[config.mk]
export PLATFORM = sky130hd
export DESIGN_NAME = icache_refill_flat
export DESIGN_NICKNAME = d
export VERILOG_FILES = /design/src/rtl/icache_pkg.sv /design/src/rtl/icache_refill_if.sv /design/src/rtl/icache_refill.sv /design/src/flat_wrapper.sv
export SDC_FILE = /design/constraint.sdc
export NUM_CORES = 1
export LEC_CHECK = 0
export CAP_MARGIN = 10
export CORE_ASPECT_RATIO = 0.75
export CORE_MARGIN = 3
export CORE_UTILIZATION = 45
export CTS_CLUSTER_DIAMETER = 60
export DETAILED_ROUTE_END_ITERATION = 8
export PLACE_DENSITY_LB_ADDON = 0.15
export SYNTH_ARGS = -nofsm -noshare
export SYNTH_HDL_FRONTEND = slang
export SYNTH_SLANG_ARGS = --single-unit
[constraint.sdc]
create_clock -name clock -period 1.74 [get_ports clock]
set_input_delay 0.348 -clock clock [delete_from_list [all_inputs] [get_ports clock]]
set_output_delay 0.348 -clock clock [all_outputs]
set_load 0.05 [all_outputs]
[src/rtl/icache_pkg.sv]
// Shared definitions for the instruction-cache refill engine and its backing memory.
package icache_pkg;

   localparam int DEF_DATA_WIDTH = 32;
   localparam int DEF_ADD_WIDTH  = 12;

   typedef enum logic [1:0] {IDLE, READ, DRAIN, DONE} state_t;

   function automatic int offset_bits(input int words);
      return $clog2(words);
   endfunction

endpackage

[src/rtl/icache_refill_if.sv]
// Miss, memory-read and line-fill signals of the refill engine; master is the engine side.
interface icache_refill_if
   import icache_pkg::*;
#(
   parameter int DATA_WIDTH     = DEF_DATA_WIDTH,
   parameter int ADD_WIDTH      = DEF_ADD_WIDTH,
   parameter int WORDS_PER_LINE = 4
);
   logic                                 miss_valid;
   logic                                 miss_ready;
   logic [ADD_WIDTH-1:0]                 miss_addr;
   logic                                 mem_rden;
   logic [ADD_WIDTH-1:0]                 mem_rdaddress;
   logic [DATA_WIDTH-1:0]                mem_data_out;
   logic                                 fill_valid;
   logic                                 fill_ready;
   logic [DATA_WIDTH*WORDS_PER_LINE-1:0] fill_line;
   logic [ADD_WIDTH-1:0]                 fill_addr;
   logic                                 busy;

   modport master (
      input  miss_valid, miss_addr, mem_data_out, fill_ready,
      output miss_ready, mem_rden, mem_rdaddress, fill_valid, fill_line, fill_addr, busy
   );

   modport slave (
      output miss_valid, miss_addr, mem_data_out, fill_ready,
      input  miss_ready, mem_rden, mem_rdaddress, fill_valid, fill_line, fill_addr, busy
   );
endinterface

[src/rtl/icache_refill.sv]
// Cache-line fill engine: one memory read per cycle per word, line buffer, valid/ready line handoff.
// Define ICACHE_REFILL_CWF_EN to fetch the missed word first, wrapping within the line.
module icache_refill
   import icache_pkg::*;
#(
   parameter int DATA_WIDTH     = DEF_DATA_WIDTH,
   parameter int ADD_WIDTH      = DEF_ADD_WIDTH,
   parameter int WORDS_PER_LINE = 4
) (
   input logic              clock,
   input logic              reset,
   icache_refill_if.master  bus
);
   localparam int OFFSET_BITS = offset_bits(WORDS_PER_LINE);
   localparam logic [OFFSET_BITS-1:0] LAST = OFFSET_BITS'(WORDS_PER_LINE - 1);
`ifdef ICACHE_REFILL_CWF_EN
   localparam bit CWF_EN = 1'b1;
`else
   localparam bit CWF_EN = 1'b0;
`endif

   state_t                                   state;
   logic [OFFSET_BITS-1:0]                   idx;
   logic [OFFSET_BITS-1:0]                   cnt;
   logic [OFFSET_BITS-1:0]                   rd_slot;
   logic                                     rd_pend;
   logic [OFFSET_BITS-1:0]                   start;
   logic [WORDS_PER_LINE-1:0][DATA_WIDTH-1:0] line;

   assign start         = CWF_EN ? bus.miss_addr[OFFSET_BITS-1:0] : '0;
   assign bus.fill_line = line;

   always_ff @(posedge clock) begin
      if (reset) begin
         state             <= IDLE;
         idx               <= '0;
         cnt               <= '0;
         rd_slot           <= '0;
         rd_pend           <= 1'b0;
         line              <= '0;
         bus.miss_ready    <= 1'b1;
         bus.mem_rden      <= 1'b0;
         bus.mem_rdaddress <= '0;
         bus.fill_valid    <= 1'b0;
         bus.fill_addr     <= '0;
         bus.busy          <= 1'b0;
      end else begin
         // Memory answers one cycle after issue; the word lands in the slot it was read for.
         rd_pend <= bus.mem_rden;
         rd_slot <= bus.mem_rdaddress[OFFSET_BITS-1:0];
         if (rd_pend) line[rd_slot] <= bus.mem_data_out;

         case (state)
            IDLE: begin
               if (bus.miss_valid) begin
                  bus.fill_addr     <= {bus.miss_addr[ADD_WIDTH-1:OFFSET_BITS], {OFFSET_BITS{1'b0}}};
                  bus.mem_rdaddress <= {bus.miss_addr[ADD_WIDTH-1:OFFSET_BITS], start};
                  bus.mem_rden      <= 1'b1;
                  bus.miss_ready    <= 1'b0;
                  bus.busy          <= 1'b1;
                  idx               <= start + 1'b1;
                  cnt               <= '0;
                  state             <= READ;
               end
            end
            READ: begin
               if (cnt == LAST) begin
                  bus.mem_rden <= 1'b0;
                  state        <= DRAIN;
               end else begin
                  bus.mem_rdaddress <= {bus.fill_addr[ADD_WIDTH-1:OFFSET_BITS], idx};
                  idx               <= idx + 1'b1;
                  cnt               <= cnt + 1'b1;
               end
            end
            DRAIN: begin
               bus.fill_valid <= 1'b1;
               state          <= DONE;
            end
            DONE: begin
               if (bus.fill_ready) begin
                  bus.fill_valid <= 1'b0;
                  bus.miss_ready <= 1'b1;
                  bus.busy       <= 1'b0;
                  state          <= IDLE;
               end
            end
            default: state <= IDLE;
         endcase
      end
   end
endmodule
[src/flat_wrapper.sv]
// flat-port wrapper written by rule: the top's interface ports become plain ports
module icache_refill_flat import icache_pkg::*;
#(
   parameter int DATA_WIDTH     = DEF_DATA_WIDTH,
   parameter int ADD_WIDTH      = DEF_ADD_WIDTH,
   parameter int WORDS_PER_LINE = 4
)
  (clock, reset, bus_miss_valid, bus_miss_addr, bus_mem_data_out, bus_fill_ready, bus_miss_ready, bus_mem_rden, bus_mem_rdaddress, bus_fill_valid, bus_fill_line, bus_fill_addr, bus_busy);
  icache_refill_if #(.DATA_WIDTH(DATA_WIDTH), .ADD_WIDTH(ADD_WIDTH), .WORDS_PER_LINE(WORDS_PER_LINE)) bus_i ();
  input logic clock;
  input logic reset;
  input wire logic [$bits(bus_i.miss_valid)-1:0] bus_miss_valid;
  input wire logic [$bits(bus_i.miss_addr)-1:0] bus_miss_addr;
  input wire logic [$bits(bus_i.mem_data_out)-1:0] bus_mem_data_out;
  input wire logic [$bits(bus_i.fill_ready)-1:0] bus_fill_ready;
  output wire logic [$bits(bus_i.miss_ready)-1:0] bus_miss_ready;
  output wire logic [$bits(bus_i.mem_rden)-1:0] bus_mem_rden;
  output wire logic [$bits(bus_i.mem_rdaddress)-1:0] bus_mem_rdaddress;
  output wire logic [$bits(bus_i.fill_valid)-1:0] bus_fill_valid;
  output wire logic [$bits(bus_i.fill_line)-1:0] bus_fill_line;
  output wire logic [$bits(bus_i.fill_addr)-1:0] bus_fill_addr;
  output wire logic [$bits(bus_i.busy)-1:0] bus_busy;
  assign bus_i.miss_valid = bus_miss_valid;
  assign bus_i.miss_addr = bus_miss_addr;
  assign bus_i.mem_data_out = bus_mem_data_out;
  assign bus_i.fill_ready = bus_fill_ready;
  assign bus_miss_ready = bus_i.miss_ready;
  assign bus_mem_rden = bus_i.mem_rden;
  assign bus_mem_rdaddress = bus_i.mem_rdaddress;
  assign bus_fill_valid = bus_i.fill_valid;
  assign bus_fill_line = bus_i.fill_line;
  assign bus_fill_addr = bus_i.fill_addr;
  assign bus_busy = bus_i.busy;
  icache_refill #(.DATA_WIDTH(DATA_WIDTH), .ADD_WIDTH(ADD_WIDTH), .WORDS_PER_LINE(WORDS_PER_LINE)) u_core (.clock(clock), .reset(reset), .bus(bus_i));
endmodule
# == Word-level counts from Yosys, hierarchy flattened ==
# Index checks and enable logic that the tools add are counted.
# Widths: inputs -> output; s select.
# totals
regBits,163
latchBits,0
ram_bits,0
mem_bits_ro,0
in_bits,48
output_inout_bits,156
word_cells,62
n_memories,0
# op_classes
add_sub_neg,2
mul,0
div,0
magnitude_cmp,2
n_eq_ne,8
shifts,0
muxes,24
n_bitwise,0
n_reduce_logical,11
# op_table
cell,n
$bwmux 128,1
$demux 32 s2,1
$mux 32,1
$mux 12,2
$pmux 12 s2,1
$mux 2,6
$reduce_and 3->1,4
$pmux 1 s2,4
$pmux 2 s2,2
$pmux 2 s4,1
$eq 2x2->1 const B,3
$ne 2x2->1 const B,3
$reduce_bool 2->1,3
$mux 1,5
$add 2x1->2 const B,2
$reduce_and 2->1,2
$lt 2x3->1 const B,1
$eq 2x1->1 const B,1
$ge 2x1->1 const B,1
$logic_not 2->1,1
$ne 2x1->1 const B,1
$logic_and 1x1->1,1

# == Depth between registers and ports, before layout ==
# depth
ltp_word,5
ltp_mapped,7
depth_no_buf,5

# == Worst setup path before layout ==
# Ideal clock, no wire load.
# synth_timing
path_type,reg-to-reg
from,register u_core.state[0]
to,register u_core.bus.mem_rdaddress[10]
setup_ns,0.079
arrival_ns,1.479
required_time_ns,1.661
path_slack_ns,0.182
stages_incl_launch_ff,7
n_path_buf,1
period_less_slack_ns,1.558
path_cell_list,dfxtp_1 -> inv_1 -> ha_1 -> mux2_4 -> and2_4 -> buf_6 -> a211oi_2
# synth_between
elab_chain_cells,3
word_cells_on_any_way,7
classes_between,eq/ne: 3; mux: 1; reduce/logical: 3
# synth_lines
item,line,text
"start, declared",icache_refill.sv:22,state_t state;
"start signal, assigned",icache_refill.sv:35,state <= IDLE;
"start signal, assigned",icache_refill.sv:63,state <= READ;
"start signal, assigned",icache_refill.sv:69,state <= DRAIN;
$eq 2x1->1 or $logic_not 2->1 (tied branches),icache_refill.sv:53,case (state)
$ne 2x2->1 (no line) or $reduce_bool 2->1 (tied branches),-,
$reduce_and 3->1 (no line),-,
"end signal, assigned",icache_refill.sv:57,"bus.mem_rdaddress <= {bus.miss_addr[ADD_WIDTH-1:OFFSET_BITS], start};"
"end signal, assigned",icache_refill.sv:71,"bus.mem_rdaddress <= {bus.fill_addr[ADD_WIDTH-1:OFFSET_BITS], idx};"
"end, declared",icache_refill_if.sv:23,"output miss_ready, mem_rden, mem_rdaddress, fill_valid, fill_line, fill_addr, busy"
# Parallel ways exist; a longest one is shown, timed or not.
# A chain may end at the register's enable or synchronous reset.

# == Final worst setup path ==
# layout_timing
from,register u_core.state[0]
to,register u_core.bus.mem_rdaddress[9]
# The elaborated chain is that of the path after synthesis.

==> results.txt <==
Status - complete, no violations
Yosys cell types - 41
Clock network power share - 37.2%
GPL Wtd Cong - 0.8108
Final count of hold timing violations - 0
Clk Latency, worst-skew pair - 0.42 ns
Max-Cap Viols - 0
# resized after CTS - 1
VDD IR max - 0.7513 mV
Arr. time, crit path - 2.01 ns
Die Area - 0.01495 mm2
GRT Overall Usage - 23.53%
Critical path capture point type - register
Worst path cell trace - inv_1 -> ha_2 -> mux2_4 -> and2_4 -> a211oi_2
Post-CTS Hold Buffers - 0
Initial antenna violation count - 0
CP max-delay cell - mux2_4
Hpwl dp - 12.31 mm
CTS tree - yes
GR Util met2 - 39.11%
First-pass GRT wire length - 28.10 mm
EDFF count, synth - 0
Max FO, Critical Path - 15
Met1 Resource Use GR - 28.46%
H-tree lvl count - 4
Gate power share - 25.5%
CP peak stage delay - 0.40 ns
Slew Limit Fails - 0
Top_reg_cell synth - dfxtp_1
Final period util - 95.77%
Die H - 106.6 um
Initial DRC count - 445
Sw frac - 31.22%
Register area share after synthesis - 53.71%
Worst hold path type - in2reg
Post-Synthesis Cells - 735
Core box area - 0.01311 mm2
Root Buffer - clkbuf_16
CTS Buffer Depth - 2
Final non-filler cell total - 1109
Seq pwr share - 37.3%
Cells after DPL - 1078
Clock sink count - 163
Mean area per synthesized cell - 8.266 um2
Layout cells sized above 1 - 24.31%
PwrDens - 1338 mW/mm2
Total congestion overflow - 0
Worst path bufs/invs - 1
IO Port Bufs - 199
Maximum number of pins on one net before global-route repair - 96
Int Power - 7841 uW
Reg clk slew, reported paths - 0.06 ns
Die Wd - 140.2 um
Ys Warns - 0
Detail Route Antenna Nets - 0
Final layout net count - 982
WL final - 17.73 mm
# DRC - 0
Row cnt - 36
Vias in the first global route - 5558
N_diodes - 0
Routed WL per cell - 15.99 um
Synth-to-Final Area Change - 40.22%
Vias - 5650
Worst setup SP type - register
Clock Skew - 0.009817 ns
RSZ-0062 raised after global routing - no
Final Setup Violations - 0
Initial Utilization - 46.35%
Synthesized area - 0.006076 mm2
Router iterations before antenna repair - 5
Post-CTS setup buffers - 0
GR Layer Usage met3 - 8.872%
CP top delay family - multiplexers
Crit path time final - 1.666 ns
Vias/cell - 5.095
WS Path Type - reg2reg
Total CTS buffers - 17
Async set-or-reset flop fraction in the synthesized netlist - 0%
Leakage power - 0.003411 uW
Boundary Pins - 204
Flops & latches, synth - 163
Hold slack - 0.2899 ns
Net Switching - 3560 uW
Max frequency - 600.1 MHz
GR peak layer - met2
WP data required - 2.08 ns
==> worst reg2reg max path, delay by kind of cell, from the launching register on <==
family,cells,cell delay (ns)
flip-flops,1,0.35
multiplexers,1,0.40
AND/OR/NAND/NOR,1,0.23
AO/OA/AOI/OAI,1,0.20
buffers and inverters,1,0.14
adder cells (fa/ha/maj),1,0.27
==> layer usage <==
layer	part of all wire [%]	vias to the layer above	wire, um
met4	1.5	0	267
li1	-	2780	-
met2	47	211	8410
met1	42	2637	7422
met3	9.2	22	1629
met5	0	-	0
==> cell usage in the layout, fill, tap and decap left out, drive strengths merged, types with 2 or more instances in the layout <==
| master | instances |
|---|---|
| conb | 2 |
| buf | 181 |
| inv | 4 |
| clkdlybuf4s50 | 44 |
| mux2 | 3 |
| nor3b | 2 |
| dfxtp | 163 |
| o21ai | 5 |
| clkinvlp | 2 |
| nand2b | 3 |
| clkbuf | 22 |
| nand3b | 2 |
| nor3 | 2 |
| nor2b | 7 |
| and3b | 2 |
| mux2i | 11 |
| a211oi | 11 |
| nand2 | 283 |
| and3 | 2 |
| a21oi | 152 |
| ha | 8 |
| a22o | 3 |
| nor2 | 3 |
| and2 | 2 |
| or2 | 2 |
| bufinv | 6 |
==> registers in the layout, indices dropped and copies added, names as in the netlist <==
name                      flops
u_core.bus.busy               1
u_core.bus.fill_addr         10
u_core.bus.fill_line        128
u_core.bus.fill_valid         1
u_core.bus.mem_rdaddress     12
u_core.bus.mem_rden           1
u_core.bus.miss_ready         1
u_core.cnt                    2
u_core.idx                    2
u_core.rd_pend                1
u_core.rd_slot                2
u_core.state                  2
==> final cells by class <==
class	count	area (um2)
multi-input combinational	515	2527
fill	1096	4588
timing repair buffer	225	1824
clock inverter	9	200.2
sequential	163	3264
clock buffer	22	474.2
inverter	4	15.01
tap	171	214.0
==> stage by stage <==
step	instance area (um2)	TNS (ns)	power, uW	utilization, %	setup WS (ns)
detailed placement	7841	-0.04516	7221	59.82	-0.03748
global route	8519	0	11850	65.00	0.01361
floorplan	6080	0	6329	-	0.1817
finish	8519	0	11400	65.00	0.07357
CTS	8517	0	11440	64.98	0.03384
global placement	7841	0	7119	59.82	0.05542
==> path summary, 6_finish.rpt <==
check                                        startpoint                                  endpoint  slack [ns]  depth (start not counted)
setup reg to reg           u_core.state[0]$_SDFFE_PP0P_  u_core.bus.mem_rdaddress[9]$_SDFFE_PP0P_        0.07                          5
setup / recovery           u_core.state[0]$_SDFFE_PP0P_  u_core.bus.mem_rdaddress[9]$_SDFFE_PP0P_        0.07                          5
hold reg to reg   u_core.bus.fill_line[17]$_SDFFE_PP0P_     u_core.bus.fill_line[17]$_SDFFE_PP0P_        0.46                          2
hold / removal                                    reset        u_core.bus.miss_ready$_SDFFE_PP1P_        0.29                          3
==> cells by family (layout without fill, tap and decap cells) <==
| kind of cell | after synthesis | after routing | share of synthesized area [%] |
|---|---|---|---|
| and+or+nand+nor | 315 | 315 | 21.05 |
| adders and majority gates | 8 | 8 | 1.648 |
| other | 1 | 2 | 0.06172 |
| AOI/OAI and AO/OA | 176 | 176 | 16.21 |
| buffers and inverters | 58 | 260 | 4.901 |
| muxes | 14 | 14 | 2.430 |
| DFF | 163 | 163 | 53.71 |
==> power by group through the flow <==
stage                     Sequential (uW)  Clock, uW  Combinational, uW
after global routing                 4280       4460               3100
after global placement               4300          0               2810
after detailed placement             4320          0               2900
after floorplan                      5160          0               1170
after CTS                            4250       4290               2900
final                                4250       4250               2900
==> synth_stat cells (3+ instances only) <==
library cell	count	share of area, %
mux2i_1	11	1.8
dfxtp_1	163	54
nand2b_1	3	0.31
a21oi_1	152	13
buf_6	5	0.93
o21ai_0	5	0.41
nor2_1	3	0.19
nor2b_1	7	0.72
nand2_1	283	17
a22o_1	3	0.43
buf_4	3	0.37
buf_2	25	2.1
clkbuf_1	20	1.2
ha_1	8	1.6
a211oi_2	10	2.1
inv_1	4	0.25
(Power assumes the default switching activity.)
